## src/rtl/dadda_mul_arbiter.sv

```systemverilog
// dadda_mul_arbiter: two requesters share one combinational 8x8 unsigned
// Dadda multiplier. A round-robin arbiter accepts one request at a time. The
// operands are registered, the product is captured one cycle later, and the
// result is held on a single port until the consumer takes it.
module dadda_mul_arbiter #(
    parameter logic RR_INIT = 1'b1
) (
    input  logic        clk,
    input  logic        rst_n,
    input  logic        req0_valid,
    input  logic [7:0]  req0_a,
    input  logic [7:0]  req0_b,
    output logic        req0_ready,
    input  logic        req1_valid,
    input  logic [7:0]  req1_a,
    input  logic [7:0]  req1_b,
    output logic        req1_ready,
    output logic        res_valid,
    input  logic        res_ready,
    output logic [15:0] res_product,
    output logic        res_id,
    output logic        busy
);

    typedef enum logic [1:0] {
        IDLE = 2'd0,
        MUL  = 2'd1,
        DONE = 2'd2
    } state_t;

    state_t      state;
    logic [7:0]  op_a;
    logic [7:0]  op_b;
    logic        op_id;
    logic        last_grant;
    logic        grant_valid;
    logic        grant_id;
    logic [15:0] tree_product;

    // Round-robin grant: a lone request wins; under contention the requester
    // that was not served last wins.
    always_comb begin
        // NOTE: every always_comb output gets a value on every path, or a latch is inferred.
        grant_valid = req0_valid | req1_valid;
        grant_id    = (req0_valid && req1_valid) ? ~last_grant : req1_valid;
    end

    // Ready depends on valid through the grant, so valid must never wait on ready.
    assign req0_ready = (state == IDLE) && grant_valid && !grant_id;
    assign req1_ready = (state == IDLE) && grant_valid &&  grant_id;

    // Dadda tree: the 64 partial-product bits are reduced column by column to
    // heights 6, 4, 3 and 2. A column is cut only down to the stage height. Bits
    // are cut with a half adder when one bit over the height, and otherwise with
    // a full adder. Two rows remain, and one carry-propagate add finishes the job.
    always_comb begin : dadda_tree
        logic        cur  [16][8];
        logic        nxt  [16][8];
        int          cnt  [16];
        int          ncnt [16];
        int          idx;
        int          height;
        int          d;
        logic [15:0] row_a;
        logic [15:0] row_b;

        idx    = 0;
        height = 0;
        d      = 0;
        row_a  = '0;
        row_b  = '0;
        for (int c = 0; c < 16; c++) begin
            cnt[c]  = 0;
            ncnt[c] = 0;
            for (int k = 0; k < 8; k++) begin
                cur[c][k] = 1'b0;
                nxt[c][k] = 1'b0;
            end
        end

        // Partial products: bit a[i]&b[j] has weight i+j.
        for (int i = 0; i < 8; i++) begin
            for (int j = 0; j < 8; j++) begin
                cur[i+j][cnt[i+j]] = op_a[i] & op_b[j];
                cnt[i+j]           = cnt[i+j] + 1;
            end
        end

        for (int s = 0; s < 4; s++) begin
            case (s)
                0:       d = 6;
                1:       d = 4;
                2:       d = 3;
                default: d = 2;
            endcase
            for (int c = 0; c < 16; c++) begin
                ncnt[c] = 0;
                for (int k = 0; k < 8; k++) begin
                    nxt[c][k] = 1'b0;
                end
            end
            for (int c = 0; c < 16; c++) begin
                idx = 0;
                // Height counts unreduced bits plus sums and carries already
                // placed in this column during this stage.
                for (int k = 0; k < 8; k++) begin
                    height = cnt[c] - idx + ncnt[c];
                    if (height > d) begin
                        if (height == d + 1) begin
                            nxt[c][ncnt[c]] = cur[c][idx] ^ cur[c][idx+1];
                            ncnt[c]         = ncnt[c] + 1;
                            if (c < 15) begin
                                nxt[c+1][ncnt[c+1]] = cur[c][idx] & cur[c][idx+1];
                                ncnt[c+1]           = ncnt[c+1] + 1;
                            end
                            idx = idx + 2;
                        end else begin
                            nxt[c][ncnt[c]] = cur[c][idx] ^ cur[c][idx+1] ^ cur[c][idx+2];
                            ncnt[c]         = ncnt[c] + 1;
                            if (c < 15) begin
                                nxt[c+1][ncnt[c+1]] = (cur[c][idx]   & cur[c][idx+1]) |
                                                      (cur[c][idx]   & cur[c][idx+2]) |
                                                      (cur[c][idx+1] & cur[c][idx+2]);
                                ncnt[c+1]           = ncnt[c+1] + 1;
                            end
                            idx = idx + 3;
                        end
                    end
                end
                // Bits that need no reduction pass straight through.
                for (int k = 0; k < 8; k++) begin
                    if (k >= idx && k < cnt[c]) begin
                        nxt[c][ncnt[c]] = cur[c][k];
                        ncnt[c]         = ncnt[c] + 1;
                    end
                end
            end
            cur = nxt;
            cnt = ncnt;
        end

        // Unused slots are zero, so the two remaining rows can be read directly.
        for (int c = 0; c < 16; c++) begin
            row_a[c] = cur[c][0];
            row_b[c] = cur[c][1];
        end
        tree_product = row_a + row_b;
    end

    // Control FSM: accept in IDLE, capture the product in MUL, hold it in DONE.
    always_ff @(posedge clk or negedge rst_n) begin
        if (!rst_n) begin
            state       <= IDLE;
            op_a        <= '0;
            op_b        <= '0;
            op_id       <= 1'b0;
            last_grant  <= RR_INIT;
            res_valid   <= 1'b0;
            res_product <= '0;
            res_id      <= 1'b0;
            busy        <= 1'b0;
        end else begin
            // NOTE: registered state uses non-blocking assignments so every flop samples pre-edge values.
            case (state)
                IDLE: begin
                    if (grant_valid) begin
                        op_a       <= grant_id ? req1_a : req0_a;
                        op_b       <= grant_id ? req1_b : req0_b;
                        op_id      <= grant_id;
                        last_grant <= grant_id;
                        state      <= MUL;
                        busy       <= 1'b1;
                    end
                end
                MUL: begin
                    res_product <= tree_product;
                    res_id      <= op_id;
                    res_valid   <= 1'b1;
                    state       <= DONE;
                end
                DONE: begin
                    if (res_ready) begin
                        res_valid <= 1'b0;
                        state     <= IDLE;
                        busy      <= 1'b0;
                    end
                end
                default: begin
                    state     <= IDLE;
                    res_valid <= 1'b0;
                    busy      <= 1'b0;
                end
            endcase
        end
    end

endmodule
```

## config.mk

```make
export PLATFORM = sky130hd
export DESIGN_NAME = dadda_mul_arbiter
export DESIGN_NICKNAME = d
export VERILOG_FILES = /design/src/rtl/dadda_mul_arbiter.sv
export SDC_FILE = /design/constraint.sdc
export NUM_CORES = 1
export LEC_CHECK = 0
export CORE_ASPECT_RATIO = 0.6
export CORE_MARGIN = 2
export CORE_UTILIZATION = 55
export DETAILED_ROUTE_END_ITERATION = 10
export PLACE_DENSITY_LB_ADDON = 0.1
export SLEW_MARGIN = 20
export SYNTH_ARGS = -nofsm -noshare
export SYNTH_HDL_FRONTEND = slang
export SYNTH_SLANG_ARGS = --single-unit
```

## constraint.sdc

```tcl
create_clock -name clk -period 5.4 [get_ports clk]
set_clock_uncertainty 0.15 [all_clocks]
set_input_delay 0.81 -clock clk [delete_from_list [all_inputs] [get_ports clk]]
set_output_delay 0.81 -clock clk [all_outputs]
set_load 0.05 [all_outputs]
```

* Yosys cells after proc, flatten, opt, wreduce, memory -nomap -nowiden
Cells that the tools add are included.
Word-level totals: register bits 39, bits of input ports 37, word-level logic and storage cells 361
Cells by class: add/sub/neg operators 1, equality and inequality tests 4, muxes and demuxes 10, bitwise gates (word level) 327, reductions and logical operators 10
Operator list (number):
- $and 1x1->1 | 176
- $xor 1x1->1 | 77
- $or 1x1->1 | 71
- $add 15x15->16 | 1
- $mux 8 | 2
- $pmux 1 s3 | 2
- $pmux 2 s3 | 1
- $reduce_and 2->1 | 3
- $logic_and 1x1->1 | 4
- $mux 2 | 2
- $ne 2x2->1 const B | 2
- $mux 1 | 3
- $not 1->1 | 3
- $reduce_and 3->1 | 1
- $eq 2x1->1 const B | 1
- $eq 2x2->1 const B | 1
- $logic_not 2->1 | 1
- $logic_not 1->1 | 1

* Depth between registers and ports, before layout
Gate-level depths: netlist of run 1.
depth in word-level cells 14, gate-level depth with buffers 16, mapped depth without buffers 15

* Worst setup path after synthesis of run 1
OpenSTA, ideal clock, no wires.
path kind register to register, from reg op_a[2], to reg res_product[15], data arrival time 4.032 ns, data required time 5.117 ns, slack 1.085 ns, stages on the path, launching flop included 15, buffers on the path 1, path through dfrtp_1 -> and2_1 -> fa_1 -> fa_1 -> fa_1 -> inv_1 -> fa_1 -> inv_1 -> ha_1 -> buf_2 -> a21o_1 -> a221oi_1 -> o21ai_2 -> a2111oi_2 -> o31ai_1
On the way: longest elaborated chain between the ends 14, elaborated cells on any way between the ends 183, those cells by class 1 x add/sub; 182 x bitwise
RTL lines:
- start: declaration | RTL line 32 | logic [7:0] op_a;
- start signal: assignment | RTL line 167 | op_a <= grant_id ? req1_a : req0_a;
- $and 1x1->1 | RTL line 84 | cur[i+j][cnt[i+j]] = op_a[i] & op_b[j];
- $and 1x1->1 (on tied branches) | RTL line 122, 121
- $or 1x1->1 | RTL line 121 | nxt[c+1][ncnt[c+1]] = (cur[c][idx] & cur[c][idx+1]) |
- $or 1x1->1 | RTL line 122 | (cur[c][idx] & cur[c][idx+2]) |
- $and 1x1->1 (on tied branches)
- $or 1x1->1 | RTL line 121
- $or 1x1->1 | RTL line 122
- $and 1x1->1 (on tied branches)
- $or 1x1->1 | RTL line 121
- $or 1x1->1 | RTL line 122
- $and 1x1->1 (on tied branches)
- $or 1x1->1 | RTL line 121
- $or 1x1->1 | RTL line 122
- $add 15x15->16 (*) | RTL line 147 | tree_product = row_a + row_b;
- end signal: assignment | RTL line 176 | res_product <= tree_product;
- end: declaration | RTL line 20 | output logic [15:0] res_product,
Mark *: on every way between the ends. The rest lies on a longest branch, timed or not. A chain may end at the register's enable or synchronous reset.

* Worst setup path in the final report of run 1
Same ends and word-level chain as after synthesis.

==> flow_metrics.py, run 1 <==
metrics = {
    "yosys": {
        "netlist_instances": 377,
        "synth.distinct_cells": 41,
        "ys_seq_area_frac": 0.279,
        "async_flop_share": 1.00,
        "ys_warn_count": 0,
        "yosys_register_bits": 39,
        "synth_nets": 471,
        "syn_area_per_cell_um2": 9.30,
        "syn_area_um2": 3510,
        "synth-edff-count": 0,
        "synth_top_flop_cell": "dfrtp_1",
    },
    "detailed_routing": {
        "drtIter0Drc": 266,
        "drt_pass1_iterations": 6,
        "wl_um": 7890,
        "wl_per_cell_um": 15.4,
        "vias": 2840,
        "vias_per_cell": 5.53,
        "detail-route-antenna-nets": 0,
        "drcViolationCount": 0,
    },
    "global_route": {
        "grt_max_degree": 40,
        "grt_pass1_wl_um": 13800,
        "grt-ovfl-total": 0,
        "grt_usage": 0.255,
        "grt_pass1_vias": 2842,
        "antenna_found_initial": 0,
    },
    "timing": {
        "setup_viol": 0,
        "maxSlewViolCount": 0,
        "min_period_ns": 4.72,
        "slew-limit-headroom": 0.337,
        "finalWorstSetupSlack_ns": 0.682,
        "fin_setup_tns_ns": 0,
        "rsz0062_at_grt": "no",
        "period_share": 0.874,
        "worst_pin_slew_ns": 0.994,
        "hold_viol": 0,
        "max_freq_mhz": 212,
    },
    "clock_network": {
        "numCtsBuffers": 5,
        "cts_tree": "built",
        "cts_post_setup_buffers_inserted": 0,
        "clockRootBuffer": "clkbuf_8",
        "cts_num_sinks": 39,
        "cts_max_level": 2,
        "hold_buffers": 0,
        "clock_path_buffers": 2,
        "clkTransAtPathRegs_ns": 0.08,
        "ctsResizeCount": 0,
        "clk_latency_ns": 0.30,
    },
    "placement": {
        "pre_cts_slack_ns": 0.716,
        "hpwl_um": 6120,
        "gp_congestion": 0.851,
        "portBuffers": 57,
    },
    "floorplan": {
        "initial_core_util": 0.571,
        "dieWidth_um": 107,
        "num_rows": 22,
        "dieArea_um2": 7050,
        "num_io_pins": 58,
        "die_h_um": 65.9,
        "core_region_area_um2": 6140,
    },
    "setup_path": {
        "cp_data_required_time_ns": 5.40,
        "rr_worst_depth": 13,
        "cp-start-kind": "register",
        "critPathCaptureType": "register",
        "crit_fanout": 9,
        "crit_arrival_ns": 4.72,
        "path_class": "register to register",
    },
    "flow_run": {
        "cap_violations": 0,
    },
    "worst_hold_path": {
        "min_path_type": "register to register",
        "min_path_cells": 1,
    },
    "cells_and_area": {
        "syn_to_final_growth_pct": 20.9,
        "diodes": 0,
        "utilization": 0.691,
        "drive_above_1_share": 0.0442,
        "nets": 523,
    },
    "outcome": {
        "status": "finished, final reports clean",
    },
}
[Yosys cell counts, types with 3 or more instances]
cell	number	area share
a21o_1	10	0.021
a21oi_1	8	0.011
a222oi_1	16	0.046
and2_1	40	0.071
and3_1	5	0.0089
clkbuf_1	12	0.013
dfrtp_1	38	0.27
fa_1	36	0.21
ha_1	21	0.075
inv_1	69	0.074
nand2_1	55	0.059
nand2b_1	3	0.0054
nand3_1	3	0.0043
nand4_1	3	0.0054
nor2_1	6	0.0064
o21a_1	3	0.0064
o21ai_0	14	0.020
xnor2_1	4	0.010
xor2_1	4	0.010
[layout make-up]
type | count | area [µm²]
Timing Repair Buffer | 59 | 581
Sequential cell | 39 | 977
Fill cell | 487 | 1900
Inverter | 69 | 259
Clock inverter | 1 | 7.51
Tap cell | 84 | 105
Clock buffer | 7 | 96.3
Multi-Input combinational cell | 255 | 2220
[cells in the final DEF (no fill, tap or decap), types with 2 or more instances in the layout]
cell type,netlist,final
inv_1,69,69
clkdlybuf4s50_1,0,56
nand2_1,55,55
and2_1,40,40
dfrtp_1,38,38
fa_1,36,36
ha_1,21,21
a222oi_1,16,16
o21ai_0,14,13
a21o_1,10,10
a21oi_1,8,8
clkbuf_8,0,7
nor2_1,6,6
and3_1,5,5
xnor2_1,4,4
xor2_1,4,4
nand2b_1,3,3
o21a_1,3,3
nand3_1,3,3
nand4_1,3,3
a221oi_4,2,2
o31ai_1,2,2
a31oi_1,2,2
or3_1,2,2
buf_4,0,2
[sequential cells by signal, indices dropped and copies added, names as in the netlist]
signal	flops
res_product	16
busy	1
op_b	8
op_a	8
op_id	1
res_id	1
res_valid	1
state	2
last_grant	1
[per-stage QoR]
stage	hold slack, ns	std cells	area, µm²
final	0.331	514	4240
after global routing	0.341	514	4240
after CTS	0.334	514	4240
after detailed placement	0.316	506	4140
after global placement	0.310	506	4140
after floorplan	0.289	377	3510
[logic make-up (layout without fill, tap and decap cells)]
kind of cell | after synthesis | count (layout) | synth area share
flip-flops | 39 | 39 | 0.279
AO/OA/AOI/OAI | 66 | 66 | 0.151
XOR/XNOR | 8 | 8 | 0.0200
buffers and inverters | 83 | 136 | 0.0895
adder cells (fa/ha/maj) | 57 | 57 | 0.280
AND/OR/NAND/NOR | 124 | 124 | 0.180
[final timing paths]
| kind | startpoint | to | slack, ns |
|---|---|---|---|
| setup / recovery | op_a[2]$_DFFE_PN0P_ | res_product[15]$_DFFE_PN0P_ | 0.68 |
| hold reg to reg | op_id$_DFFE_PN0P_ | op_id$_DFFE_PN0P_ | 0.33 |
| max in group asynchronous | rst_n | res_product[2]$_DFFE_PN0P_ | 4.09 |
| min in group asynchronous | rst_n | op_a[2]$_DFFE_PN0P_ | 0.47 |
| hold / removal | op_id$_DFFE_PN0P_ | op_id$_DFFE_PN0P_ | 0.33 |
| setup reg to reg | op_a[2]$_DFFE_PN0P_ | res_product[15]$_DFFE_PN0P_ | 0.68 |
[worst max-delay path, stage by stage (launching register included)]
cell,delay (ns)
dfrtp_1,0.51
and2_1,0.24
fa_1,0.50
fa_1,0.43
fa_1,0.54
inv_1,0.05
fa_1,0.50
inv_1,0.06
ha_1,0.40
a21o_1,0.21
a221oi_1,0.36
o21ai_2,0.14
a2111oi_2,0.38
o31ai_1,0.10
[metal layers]
layer,GRT usage,share of wire
met1,0.392,0.47
met2,0.389,0.43
met3,0.0365,0.081
met4,0.0487,0.0098
met5,0,0
Power of run 1 is left out: the tool's default activity adds up to more than one toggle a clock period on the data nets, which glitch-free logic cannot reach.
==> inputs of run 2 (changes only) <==
--- a/config.mk
+++ b/config.mk
@@ -5,9 +5,11 @@
 export SDC_FILE = /design/constraint.sdc
 export NUM_CORES = 1
 export LEC_CHECK = 0
+export CELL_PAD_IN_SITES_DETAIL_PLACEMENT = 0
+export CELL_PAD_IN_SITES_GLOBAL_PLACEMENT = 1
 export CORE_ASPECT_RATIO = 0.6
 export CORE_MARGIN = 2
-export CORE_UTILIZATION = 55
+export CORE_UTILIZATION = 42
 export DETAILED_ROUTE_END_ITERATION = 10
 export PLACE_DENSITY_LB_ADDON = 0.1
 export SLEW_MARGIN = 20
==> flow_metrics.py, run 2 (same netlist as run 1, synthesis figures left out) <==
metrics = {
    "timing": {
        "maxSlewViolCount": 0,
        "worst_pin_slew_ns": 1.03,
        "hold_viol": 0,
        "max_freq_mhz": 214,
        "period_share": 0.863,
        "slew-limit-headroom": 0.313,
        "fin_setup_tns_ns": 0,
        "setup_viol": 0,
        "rsz0062_at_grt": "no",
        "min_period_ns": 4.66,
    },
    "cells_and_area": {
        "mostFrequentLayoutCells": "inv_1, clkdlybuf4s50_1, nand2_1, and2_1, dfrtp_1",
        "largest_reg_flops": 16,
        "nets": 523,
        "diodes": 0,
        "drive_above_1_share": 0.0419,
        "syn_to_final_growth_pct": 22.9,
        "register_area_um2": 977,
        "final_common_cell": "inv_1",
        "top_regs": "res_product x16, op_a x8, op_b x8",
        "fillers": 750,
        "regMostFlops": "res_product",
        "multi_input_area_um2": 2220,
    },
    "placement": {
        "gp_congestion": 0.829,
        "portBuffers": 57,
        "hpwl_um": 6460,
    },
    "setup_path": {
        "r2r_start": "op_a[2]$_DFFE_PN0P_",
        "crit_arrival_ns": 4.64,
        "crit_fanout": 9,
        "crit_chain": "and2_1, fa_1, fa_1, fa_1, inv_1, fa_1, inv_1, ha_1, a21o_1, a221oi_1, o21ai_2, a2111oi_2, o31ai_1",
        "cp-startpoint": "op_a[2]$_DFFE_PN0P_",
        "critPathCaptureType": "register",
        "path_class": "register to register",
        "crit_slowest_cell": "fa_1",
        "cp_data_required_time_ns": 5.38,
        "slowest_delay_ns": 0.52,
        "cpMostUsedCell": "fa_1",
        "cp-start-kind": "register",
    },
    "clock_network": {
        "clk_latency_ns": 0.29,
        "hold_buffers": 0,
        "ctsResizeCount": 0,
        "clockRootBuffer": "clkbuf_16",
        "cts_tree": "built",
        "cts_max_level": 2,
        "cts_post_setup_buffers_inserted": 0,
        "clkTransAtPathRegs_ns": 0.06,
        "numCtsBuffers": 5,
        "cts_num_sinks": 39,
        "clock_path_buffers": 2,
    },
    "worst_hold_path": {
        "min_path_type": "register to register",
        "holdCritStartpoint": "res_product[0]$_DFFE_PN0P_",
    },
    "detailed_routing": {
        "top_layer_used": "met4",
        "wl_per_cell_um": 15.1,
        "drtIter0Drc": 202,
        "vias_per_cell": 5.23,
        "vias": 2814,
        "dr_wl_met3_um": 581,
        "drcViolationCount": 0,
        "route.met2.wl_um": 3380,
        "wl_um": 8140,
        "wl_met1_um": 4070,
        "drt_pass1_iterations": 9,
        "detail-route-antenna-nets": 0,
    },
    "global_route": {
        "grt-ovfl-total": 0,
        "grt_pass1_wl_um": 14300,
        "grt_max_degree": 40,
        "grt_usage": 0.207,
        "antenna_found_initial": 0,
        "grt_pass1_vias": 2871,
    },
    "floorplan": {
        "initial_core_util": 0.440,
        "num_rows": 25,
        "core_region_area_um2": 7980,
        "die_h_um": 74.8,
        "dieArea_um2": 9120,
        "dieWidth_um": 122,
        "num_io_pins": 58,
    },
    "outcome": {
        "status": "finished, final reports clean",
    },
    "flow_run": {
        "cap_violations": 0,
    },
}
## run 2: changes by cell type in the layout (fill, tap and decap cells not counted)
cell | before | now
clkinv_2 | 0 | 1
clkbuf_8 | 7 | 0
clkbuf_16 | 0 | 5
clkbuf_1 | 0 | 1
## run 2: layout make-up
class                   count  share of cell area
repair buffers             59               0.135
well taps                 108              0.0314
flip-flops and latches     39               0.227
clock inverters             2             0.00290
inverters                  69              0.0601
clock buffers               6              0.0299
multi-input cells         255               0.514
## run 2: layer usage
layer	global-route usage	vias to the layer above
li1	-	1344
met1	0.300	1382
met2	0.305	80
met3	0.0538	8
met4	0.0639	0
met5	0	-
## run 2: worst paths after layout
| check | slack (ns) | depth (start not counted) | endpoint |
|---|---|---|---|
| max | 0.74 | 13 | res_product[15]$_DFFE_PN0P_ |
| min | 0.32 | 2 | res_product[0]$_DFFE_PN0P_ |
| max reg2reg | 0.74 | 13 | res_product[15]$_DFFE_PN0P_ |
| min reg2reg | 0.32 | 2 | res_product[0]$_DFFE_PN0P_ |
| max in group asynchronous | 4.06 | 1 | res_product[7]$_DFFE_PN0P_ |
| min in group asynchronous | 0.48 | 1 | op_a[3]$_DFFE_PN0P_ |
## run 2: worst max-delay path, delay by kind of cell, from the launching register on
family | cells | cell delay, ns
fa+ha+maj | 5 | 2.34
compound gates | 5 | 1.19
flops | 1 | 0.49
buf+inv | 2 | 0.09
simple gates | 1 | 0.23
## run 2: stage by stage
stage / hold WS (ns) / cells / cell area [µm²] / util / setup slack (ns)
after floorplan: 0.289 / 377 / 3510 / - / 1.09
after global placement: 0.304 / 530 / 4170 / 0.523 / 0.813
after detailed placement: 0.309 / 530 / 4170 / 0.523 / 0.745
after CTS: 0.323 / 538 / 4310 / 0.540 / 0.721
after global routing: 0.360 / 538 / 4310 / 0.540 / 0.439
final: 0.317 / 538 / 4310 / 0.540 / 0.737
Power of run 2 is left out for the same reason.
==> inputs of run 3 (changes only) <==
--- a/config.mk
+++ b/config.mk
@@ -9,8 +9,9 @@
 export CELL_PAD_IN_SITES_GLOBAL_PLACEMENT = 1
 export CORE_ASPECT_RATIO = 0.6
 export CORE_MARGIN = 2
-export CORE_UTILIZATION = 42
+export CORE_UTILIZATION = 49
 export DETAILED_ROUTE_END_ITERATION = 10
+export DONT_BUFFER_PORTS = 1
 export PLACE_DENSITY_LB_ADDON = 0.1
 export SLEW_MARGIN = 20
 export SYNTH_ARGS = -nofsm -noshare
==> flow_metrics.py, run 3 (same netlist as run 1, synthesis figures left out) <==
metrics = {
    "outcome": {
        "status": "finished, violations left",
        "violations": "design-rule violations",
    },
    "clock_network": {
        "clock_path_buffers": 2,
        "cts_tree": "built",
        "numCtsBuffers": 5,
        "cts_post_setup_buffers_inserted": 0,
        "clockRootBuffer": "clkbuf_16",
        "clk_latency_ns": 0.29,
        "hold_buffers": 0,
        "cts_num_sinks": 39,
        "ctsResizeCount": 0,
        "cts_max_level": 2,
        "clkTransAtPathRegs_ns": 0.06,
    },
    "cells_and_area": {
        "fillers": 634,
        "mostFrequentLayoutCells": "inv_1, nand2_1, and2_1, dfrtp_1, fa_1",
        "top_regs": "res_product x16, op_a x8, op_b x8",
        "drive_above_1_share": 0.0509,
        "regMostFlops": "res_product",
        "nets": 466,
        "syn_to_final_growth_pct": 6.17,
        "largest_reg_flops": 16,
        "instances_no_fill": 460,
        "final_common_cell": "inv_1",
        "design_area_um2": 3720,
        "diodes": 0,
    },
    "setup_path": {
        "critPathCaptureType": "register",
        "reg2reg_setup_slack_ns": 0.74,
        "crit_arrival_ns": 4.63,
        "crit_fanout": 9,
        "cp_data_required_time_ns": 5.38,
        "r2r_start": "op_a[2]$_DFFE_PN0P_",
        "cp-start-kind": "register",
        "cp-startpoint": "op_a[2]$_DFFE_PN0P_",
        "path_class": "register to register",
    },
    "detailed_routing": {
        "wl_per_cell_um": 16.8,
        "dr_wl_met3_um": 478,
        "drtIter0Drc": 180,
        "wl_um": 7740,
        "route.met2.wl_um": 3360,
        "vias_per_cell": 5.68,
        "drt_pass1_iterations": 11,
        "top_layer_used": "met4",
        "wl_met1_um": 3860,
        "vias": 2611,
        "drcViolationCount": 1,
        "detail-route-antenna-nets": 0,
    },
    "placement": {
        "dp_cells": 452,
        "portBuffers": 0,
        "gp_congestion": 0.788,
        "hpwl_um": 6020,
        "placed_area_um2": 3580,
        "pre_cts_slack_ns": 0.744,
    },
    "timing": {
        "fin_setup_tns_ns": 0,
        "setup_viol": 0,
        "maxSlewViolCount": 0,
        "max_freq_mhz": 215,
        "slew-limit-headroom": 0.324,
        "rsz0062_at_grt": "no",
        "worst_pin_slew_ns": 1.01,
        "min_period_ns": 4.66,
        "period_share": 0.862,
        "hold_viol": 0,
        "finalWorstSetupSlack_ns": 0.743,
    },
    "global_route": {
        "grt_pass1_wl_um": 13600,
        "grt_usage": 0.220,
        "grt-ovfl-total": 0,
        "grt_pass1_vias": 2729,
        "antenna_found_initial": 0,
        "grt_max_degree": 40,
    },
    "floorplan": {
        "num_io_pins": 58,
        "die_h_um": 69.5,
        "num_rows": 23,
        "dieArea_um2": 7870,
        "core_region_area_um2": 6790,
        "initial_core_util": 0.516,
        "dieWidth_um": 113,
    },
    "flow_run": {
        "cap_violations": 0,
    },
    "worst_hold_path": {
        "min_path_type": "input pin to async pin",
    },
}
==> run 3: critical path: stages, from the launching register on <==
cell       delay (ns)
dfrtp_1          0.51
and2_1           0.24
fa_1             0.51
fa_1             0.41
fa_1             0.54
inv_1            0.05
fa_1             0.49
inv_1            0.04
ha_1             0.40
a21o_1           0.21
a221oi_1         0.32
o21ai_2          0.14
a2111oi_2        0.37
o31ai_1          0.10
==> run 3: area by class of cell <==
cell class	count	area (µm²)	area share
clock buffers	6	129	0.0346
clock inverters	2	13.8	0.00370
inverters	69	259	0.0696
multi-input cells	255	2220	0.596
flip-flops and latches	39	977	0.262
well taps	87	109	0.0292
repair buffers	2	15.0	0.00403
==> run 3: final timing paths <==
path | to | cells past startpoint
setup reg to reg | res_product[15]$_DFFE_PN0P_ | 13
hold / removal | op_a[7]$_DFFE_PN0P_ | 0
min in group clk | op_id$_DFFE_PN0P_ | 1
setup / recovery | res_product[15]$_DFFE_PN0P_ | 13
hold reg to reg | op_id$_DFFE_PN0P_ | 1
max in group asynchronous | last_grant$_DFFE_PN1P_ | 0
==> run 3: per-stage QoR <==
stage,hold WS (ns),utilization
after CTS,0.0575,0.548
after global routing,0.0463,0.548
after floorplan,0.289,-
after detailed placement,0.319,0.527
after global placement,0.313,0.527
final,0.0614,0.548
==> run 3: routing by layer <==
layer,up-vias,global-route usage
li1,1230,-
met3,7,0.0551
met4,0,0.0379
met5,-,0
met1,1299,0.329
met2,75,0.329
Power of run 3 is left out for the same reason.
